--- config.mk ---
export PLATFORM = sky130hd
export DESIGN_NAME = demux_1x16_pipelined
export DESIGN_NICKNAME = d
export VERILOG_FILES = /design/src/rtl/demux_pkg.sv /design/src/rtl/demux_lane_slot.sv /design/src/rtl/demux_1x16_pipelined.sv
export SDC_FILE = /design/constraint.sdc
export NUM_CORES = 2
export LEC_CHECK = 0
export BUFFER_PORTS_ARGS = -buffer_cell sky130_fd_sc_hd__buf_2
export CORE_AREA = 2 2 438 440
export CTS_BUF_LIST = sky130_fd_sc_hd__clkbuf_4
export CTS_CLUSTER_SIZE = 24
export DETAILED_ROUTE_END_ITERATION = 7
export DIE_AREA = 0 0 440 442
export HOLD_SLACK_MARGIN = 0.08
export PLACE_DENSITY = 0.48
export REMOVE_ABC_BUFFERS = 1
export SYNTH_ARGS = -nofsm -noshare
export SYNTH_HDL_FRONTEND = slang
export SYNTH_SLANG_ARGS = --single-unit
--- constraint.sdc ---
create_clock -name clk -period 6.1 [get_ports clk]
set_input_delay 1.22 -clock clk [delete_from_list [all_inputs] [get_ports clk]]
set_output_delay 1.22 -clock clk [all_outputs]
set_load 0.005 [all_outputs]
--- src/rtl/demux_pkg.sv ---
// Shared constants and the lane-group decode for the 1-to-16 pipelined demux.
// Optional feature macro used by the design: DEMUX_BROADCAST_EN.
package demux_pkg;

   localparam int LANES       = 16;
   localparam int SEL_W       = 4;
   localparam int GROUPS      = 4;
   localparam int GROUP_SEL_W = 2;

   // One-hot decode of the upper select bits into one of four lane groups.
   function automatic logic [GROUPS-1:0] group_onehot(input logic [GROUP_SEL_W-1:0] grp);
      logic [GROUPS-1:0] oh;
      oh      = '0;
      oh[grp] = 1'b1;
      return oh;
   endfunction

endpackage

--- src/rtl/demux_lane_slot.sv ---
// One output lane of the demux: data register, valid bit, accept logic.
// The lane holds its word and valid bit steady until the consumer takes it.
module demux_lane_slot #(
   parameter int WIDTH = 64
) (
   input  logic             clk,
   input  logic             rst,
   input  logic             load_i,
   input  logic [WIDTH-1:0] data_i,
   input  logic             out_ready_i,
   output logic             can_accept_o,
   output logic [WIDTH-1:0] data_o,
   output logic             valid_o
);

   logic             valid_q, valid_d;
   logic [WIDTH-1:0] data_q, data_d;

   // Lane is free when empty or when its current word leaves this cycle.
   assign can_accept_o = !valid_q || out_ready_i;

   // Load wins over a departing word; otherwise hold unless the consumer takes it.
   always_comb begin
      valid_d = valid_q;
      data_d  = data_q;
      if (load_i) begin
         valid_d = 1'b1;
         data_d  = data_i;
      end else if (valid_q && out_ready_i) begin
         valid_d = 1'b0;
      end
   end

   // Lane state register; data is kept after delivery and zeroed only by reset.
   always_ff @(posedge clk) begin
      if (rst) begin
         valid_q <= 1'b0;
         data_q  <= '0;
      end else begin
         valid_q <= valid_d;
         data_q  <= data_d;
      end
   end

   assign valid_o = valid_q;
   assign data_o  = data_q;

endmodule

--- src/rtl/demux_1x16_pipelined.sv ---
// Two-stage pipelined 1-to-16 demux. Stage 1 holds one decoded word; stage 2
// is sixteen lane slots. Optional macro: DEMUX_BROADCAST_EN adds a broadcast
// input that delivers one word to every lane at once.
//
// Handshake: a transfer happens on a rising edge where valid and ready are both
// high. Input side: in_valid/in_ready; lane k: out_valid[k]/out_ready[k]. A
// producer holding valid keeps its payload stable; ready may depend
// combinationally on the opposite side's ready (in_ready follows out_ready).
module demux_1x16_pipelined
   import demux_pkg::*;
#(
   parameter int WIDTH = 64
) (
   input  logic                   clk,
   input  logic                   rst,
   input  logic                   in_valid,
   output logic                   in_ready,
   input  logic [WIDTH-1:0]       DATA,
   input  logic [SEL_W-1:0]       SELECT,
`ifdef DEMUX_BROADCAST_EN
   input  logic                   broadcast,
`endif
   output logic [LANES*WIDTH-1:0] OUT,
   output logic [LANES-1:0]       out_valid,
   input  logic [LANES-1:0]       out_ready
);

   logic                   s1_valid_q, s1_valid_d;
   logic [WIDTH-1:0]       s1_data_q, s1_data_d;
   logic [GROUP_SEL_W-1:0] s1_lo_q, s1_lo_d;
   logic [GROUPS-1:0]      s1_grp_q, s1_grp_d;
`ifdef DEMUX_BROADCAST_EN
   logic                   s1_bcast_q, s1_bcast_d;
`endif

   logic             in_fire;
   logic             s1_advance;
   logic [LANES-1:0] lane_tgt;
   logic [LANES-1:0] lane_can;
   logic [LANES-1:0] lane_load;

   // Lane k is targeted when its group bit is set and the low select bits match.
   for (genvar k = 0; k < LANES; k++) begin : g_tgt
      localparam int GRP = k / GROUPS;
      localparam int SUB = k % GROUPS;
      assign lane_tgt[k] = s1_grp_q[GRP] && (s1_lo_q == GROUP_SEL_W'(SUB));
   end

   // Decide whether the stage-1 word can move into its lane(s) this cycle.
   always_comb begin
      s1_advance = 1'b0;
      lane_load  = '0;
`ifdef DEMUX_BROADCAST_EN
      if (s1_bcast_q) begin
         s1_advance = s1_valid_q && (&lane_can);
         lane_load  = {LANES{s1_advance}};
      end else begin
         s1_advance = s1_valid_q && (|(lane_tgt & lane_can));
         lane_load  = s1_advance ? lane_tgt : '0;
      end
`else
      s1_advance = s1_valid_q && (|(lane_tgt & lane_can));
      lane_load  = s1_advance ? lane_tgt : '0;
`endif
   end

   // Single stage-1 slot keeps words strictly in order: a stalled lane blocks all.
   assign in_ready = !s1_valid_q || s1_advance;
   assign in_fire  = in_valid && in_ready;

   // Stage-1 next state: capture on input transfer, empty on advance.
   always_comb begin
      s1_valid_d = s1_valid_q;
      s1_data_d  = s1_data_q;
      s1_lo_d    = s1_lo_q;
      s1_grp_d   = s1_grp_q;
`ifdef DEMUX_BROADCAST_EN
      s1_bcast_d = s1_bcast_q;
`endif
      if (in_fire) begin
         s1_valid_d = 1'b1;
         s1_data_d  = DATA;
         s1_lo_d    = SELECT[GROUP_SEL_W-1:0];
         s1_grp_d   = group_onehot(SELECT[SEL_W-1:GROUP_SEL_W]);
`ifdef DEMUX_BROADCAST_EN
         s1_bcast_d = broadcast;
`endif
      end else if (s1_advance) begin
         s1_valid_d = 1'b0;
      end
   end

   // Stage-1 register; reset drops any pending word.
   always_ff @(posedge clk) begin
      if (rst) begin
         s1_valid_q <= 1'b0;
         s1_data_q  <= '0;
         s1_lo_q    <= '0;
         s1_grp_q   <= '0;
`ifdef DEMUX_BROADCAST_EN
         s1_bcast_q <= 1'b0;
`endif
      end else begin
         s1_valid_q <= s1_valid_d;
         s1_data_q  <= s1_data_d;
         s1_lo_q    <= s1_lo_d;
         s1_grp_q   <= s1_grp_d;
`ifdef DEMUX_BROADCAST_EN
         s1_bcast_q <= s1_bcast_d;
`endif
      end
   end

   for (genvar k = 0; k < LANES; k++) begin : g_lane
      demux_lane_slot #(.WIDTH(WIDTH)) u_slot (
         .clk          (clk),
         .rst          (rst),
         .load_i       (lane_load[k]),
         .data_i       (s1_data_q),
         .out_ready_i  (out_ready[k]),
         .can_accept_o (lane_can[k]),
         .data_o       (OUT[k*WIDTH +: WIDTH]),
         .valid_o      (out_valid[k])
      );
   end

endmodule

# [Word-level counts from Yosys, hierarchy flattened]
# Index checks and enable logic that the tools add are counted.
# W data, S select, Z words.
[classes] n_bitwise=1 n_eq_ne=3 n_lt_le_gt_ge=2 n_mux=37 n_reduce_logical=88
[op_table] op="$logic_and A1 B1 Y1" n=35
[op_table] op="$mux W1" n=35
[op_table] op="$reduce_bool A2 Y1" n=17
[op_table] op="$logic_not A1 Y1" n=17
[op_table] op="$logic_or A1 B1 Y1" n=17
[op_table] op="$and A16 B16 Y16" n=1
[op_table] op="$mux W16" n=1
[op_table] op="$reduce_or A16 Y1" n=1
[op_table] op="$eq A2 B2 Y1 const B" n=2
[op_table] op="$lt A2 B3 Y1 const B" n=1
[op_table] op="$demux W1 S2" n=1
[op_table] op="$eq A2 B1 Y1 const B" n=1
[op_table] op="$ge A2 B1 Y1 const B" n=1
[op_table] op="$logic_not A2 Y1" n=1
[totals] register_bits=1111 word_cells=167

# [Logic depth before layout (Yosys ltp)]
[depth] word_depth=8 depth_mapped=9

# [Modules after synthesis]
# A second synthesis with hierarchy kept.
[hier_totals] cells_unflattened=3835 hier_area_um2=41599.9
[modules_own_cells] mod="demux_lane_slot" area_each_um2=2344.7 n_inst=16 cells_per_inst=210
[modules_own_cells] mod="demux_1x16_pipelined" area_each_um2=4083.9 n_inst=1 cells_per_inst=475

# [Worst setup path after synthesis]
# No wires, ideal clock.
[synth_timing] path_kind="input to output" startpoint="input out_ready[9]" endpoint="output in_ready" setup_slack_ns=2.539 t_arrival_ns=2.341 required_time_ns=4.880 cell_stages=4 path_buffers=0 cell_sequence="nand2b_1 a32oi_2 a41oi_1 or4_1"
[synth_between] elab_chain_cells=5
[synth_lines] item="start: declaration" line="demux_1x16_pipelined.sv:25" source="input logic [LANES-1:0] out_ready"
[synth_lines] item="$logic_or A1 B1 Y1" line="demux_lane_slot.sv:20" source="assign can_accept_o = !valid_q || out_ready_i;"
[synth_lines] item="$and A16 B16 Y16" line="demux_1x16_pipelined.sv:62" source="s1_advance = s1_valid_q && (|(lane_tgt & lane_can));"
[synth_lines] item="$reduce_or A16 Y1" line="demux_1x16_pipelined.sv:62"
[synth_lines] item="$logic_and A1 B1 Y1" line="demux_1x16_pipelined.sv:62"
[synth_lines] item="$logic_or A1 B1 Y1" line="demux_1x16_pipelined.sv:68" source="assign in_ready = !s1_valid_q || s1_advance;"
[synth_lines] item="end: declaration" line="demux_1x16_pipelined.sv:17" source="output logic in_ready,"
# No other way between the ends.

# [Worst setup path in the final report]
[layout_timing] startpoint="register s1_lo_q[0]" endpoint="output in_ready"
[layout_between] elab_chain_cells=6 word_cells_on_any_way=24
[layout_lines] item="start: declaration" line="demux_1x16_pipelined.sv:30" source="logic [GROUP_SEL_W-1:0] s1_lo_q, s1_lo_d;"
[layout_lines] item="start signal: assignment" line="demux_1x16_pipelined.sv:106" source="s1_lo_q <= s1_lo_d;"
[layout_lines] item="$eq A2 B1 Y1, or another cell as far along" line="demux_1x16_pipelined.sv:46" source="assign lane_tgt[k] = s1_grp_q[GRP] && (s1_lo_q == GROUP_SEL_W'(SUB));"
[layout_lines] item="$logic_and A1 B1 Y1" line="demux_1x16_pipelined.sv:46"
[layout_lines] item="$and A16 B16 Y16 *" line="demux_1x16_pipelined.sv:62"
[layout_lines] item="$reduce_or A16 Y1 *" line="demux_1x16_pipelined.sv:62"
[layout_lines] item="$logic_and A1 B1 Y1 *" line="demux_1x16_pipelined.sv:62"
[layout_lines] item="$logic_or A1 B1 Y1 *" line="demux_1x16_pipelined.sv:68"
# Every way passes the cells marked *; elsewhere a longest branch is shown, timed or not.

==> flow_metrics.tcl <==
set metrics [dict create \
    fin_crit_ns 5.15 \
    synth_cell_types 42 \
    crit_fanout 16 \
    drc 0 \
    cts_buffers 328 \
    post-route-util 0.273 \
    synth_xor_area_frac 0 \
    die_w_um 440 \
    fmax_mhz 194 \
    synthCells 5000 \
    finalHoldViolations 0 \
    ios 1128 \
    seq_area_frac_synth 0.560 \
    mappedNetlistArea_sq_um 39700 \
    syn2layout_area_growth_pct 30.3 \
    drt_iter0_drc 3230 \
    setup_viol 0 \
    ant_nets 0 \
    drt-wirelength-per-cell_um 22.5 \
    yosys.area.top_type_share 0.560 \
    cts_root_buf "clkbuf_4" \
    max_stage_delay_ns 0.70 \
    dp_hpwl_um 130000 \
    p_per_area_nw_per_um2 290 \
    crit_chain "buf_4 -> and2_1 -> a32oi_2 -> a41oi_1 -> or4_1 -> buf_2" \
    dieArea_sq_um 194000 \
    cp.arrival_ns 3.93 \
    crit_buf_inv 2 \
    core_area_sq_um 190000 \
    postSynthAreaPerCell_sq_um 7.94 \
    synthSimpleGateAreaFrac 0.226 \
    yosys_warnings 0 \
    ir_worst_vdd_v 0.000149 \
    drv_slew 0 \
    htreeDepth 5 \
    grt_overflow 0 \
    multi_input_area_sq_um 15300 \
    final_common_cell "nand2_1" \
    grt_max_degree 157 \
    whs_ns 0.310 \
    finalSetupTns_ns 0 \
    cts_tree "built" \
    die_h_um 442 \
    io_buffers 1127 \
    worst_slew_pin_slew_ns 1.31 \
    p_leak_nw 20.9 \
    clock_sinks 1111 \
    skew_ns 0.131 \
    initial_utilization 0.209 \
    synth_area_leader_cell "dfxtp_1" \
    wl_um 199000 \
    synth-main-ff-cell "dfxtp_1" \
    synth_adder_area_share 0 \
    cp_data_required_time_ns 4.88 \
    firstDrtPassIters 6 \
    clk_pin_slew_ns 0.06 \
    synth_seq_cells 1111 \
    placement_rows 160 \
    worst_slew_margin_rel 0.127 \
    drive_above_1_share 0.277 \
    run_status "finished, final reports clean" \
    cp_top_family "simple AND/OR/NAND/NOR gates" \
    synth_area_leaders "dfxtp_1, nand2_1, a21oi_1" \
    rsz0062_at_grt "false" \
    grt_pass1_wl_um 274000 \
    power.total_mw 15.0 \
    finalNetCount 6192 \
    post-route-period-util 0.844 \
    synth_top_family_by_area "simple AND/OR/NAND/NOR gates" \
    synth_edf_count 0 \
    cp-start-kind "flip-flop" \
    cts_resized 0 \
    n_fill_cell 20900 \
    seqCellArea_sq_um 22200 \
    synth_compound_area_frac 0.136 \
    final_cell_mix "nand2_1, buf_2, dfxtp_1, a21oi_1, clkbuf_4" \
    clk_latency_ns 1.30 \
    muxShareOfSynthArea 0.0178 \
    crit_path_end_kind "primary output" \
    hold_path_class "input port to flip-flop" \
    place_congestion 0.811 \
    track_usage 0.196 \
    antenna_found_initial 11 \
    grt_pass1_vias 37200 \
    cpMaxStageDelayCell "or4_1" \
    crit_type "flip-flop to primary output" \
    via_per_inst 4.42 \
    max_cap_violations 0 \
    cts.path.max_buffers 4 \
    synth_async_sr_flop_share 0 \
    route.vias.total 39000 \
]
[per-stage QoR]
stage               cells  worst slack, ns  cell area, sq um
finish               8828            0.953             51700
global route         8827            0.655             51700
CTS                  8820            0.783             51700
detailed placement   8220             1.56             47100
global placement     8220             1.56             47100
floorplan            4497           -0.846             37300
[power breakdown]
part | switching, mW | internal, mW
clock network | 3.31 | 3.69
registers | 0.256 | 7.29
logic | 0.286 | 0.154
total | 3.85 | 11.1
[layout make-up]
cell class,instances,share of cell area
inverters,4,0.000290
diodes,8,0.000387
repair buffers,1278,0.138
flip-flops and latches,1111,0.430
clock buffers,480,0.0697
multi-input cells,3382,0.296
well taps,2511,0.0608
clock inverters,54,0.00573
[path summary, 6_finish.rpt]
check                          startpoint                      endpoint  slack, ns  cells past startpoint
min                              DATA[60]                 s1_data_q[60]       0.31                      3
max reg2reg                   s1_grp_q[3]   g_lane[11].u_slot.data_o[6]       1.99                      7
max                            s1_lo_q[0]                      in_ready       0.95                      6
min reg2reg  g_lane[15].u_slot.data_o[48]  g_lane[15].u_slot.data_o[48]       0.45                      2
[logic make-up (layout without fill, tap and decap cells)]
| group | count (synthesis) | in the layout |
|---|---|---|
| buffers and inverters | 507 | 1816 |
| multiplexers | 70 | 70 |
| AO/OA/AOI/OAI | 1059 | 1059 |
| other | 0 | 8 |
| AND/OR/NAND/NOR | 2253 | 2253 |
| flip-flops | 1111 | 1111 |
[sequential cells by signal, summed over array words and instances, names as in the netlist]
signal                 count
g_lane.u_slot.data_o    1024
g_lane.u_slot.valid_o     16
s1_data_q                 64
s1_grp_q                   4
s1_lo_q                    2
s1_valid_q                 1
[worst min-delay path: cells and delay by family]
family	cells	cell delay (ns)
multiplexers	1	0.06
buffers and inverters	1	0.09
AND/OR/NAND/NOR	1	0.06
[synth_stat cells, types with 2 or more instances]
library cell / instances
buf_1: 26
buf_2: 121
mux2i_1: 69
nand3_1: 13
nor2b_1: 3
o21ba_2: 2
nor2_4: 4
buf_4: 82
nor2_2: 4
nand4_1: 5
nor2_1: 6
nand2b_1: 150
nor4b_1: 3
nand2_1: 2055
nand3b_1: 2
o21ai_0: 2
a32oi_2: 2
a22oi_1: 2
dfxtp_1: 1111
buf_6: 3
nor3_1: 2
a21oi_1: 1039
clkbuf_1: 271
inv_1: 4
or3b_2: 2
[metal layers]
layer  share of wire  wire, um  vias up  track usage
li1                -         -    18300            -
met4           0.052     10300        2        0.107
met5        0.000050        10        -            0
met3           0.077     15400      444       0.0518
met1            0.38     76300    18500        0.223
met2            0.49     97000     1704        0.330
[timing repair]
item                      CTS  global route
setup buffers               0             0
hold endpoints to repair   66             0
hold buffers               66             0
No activity file was read; power rests on OpenSTA's default activity.
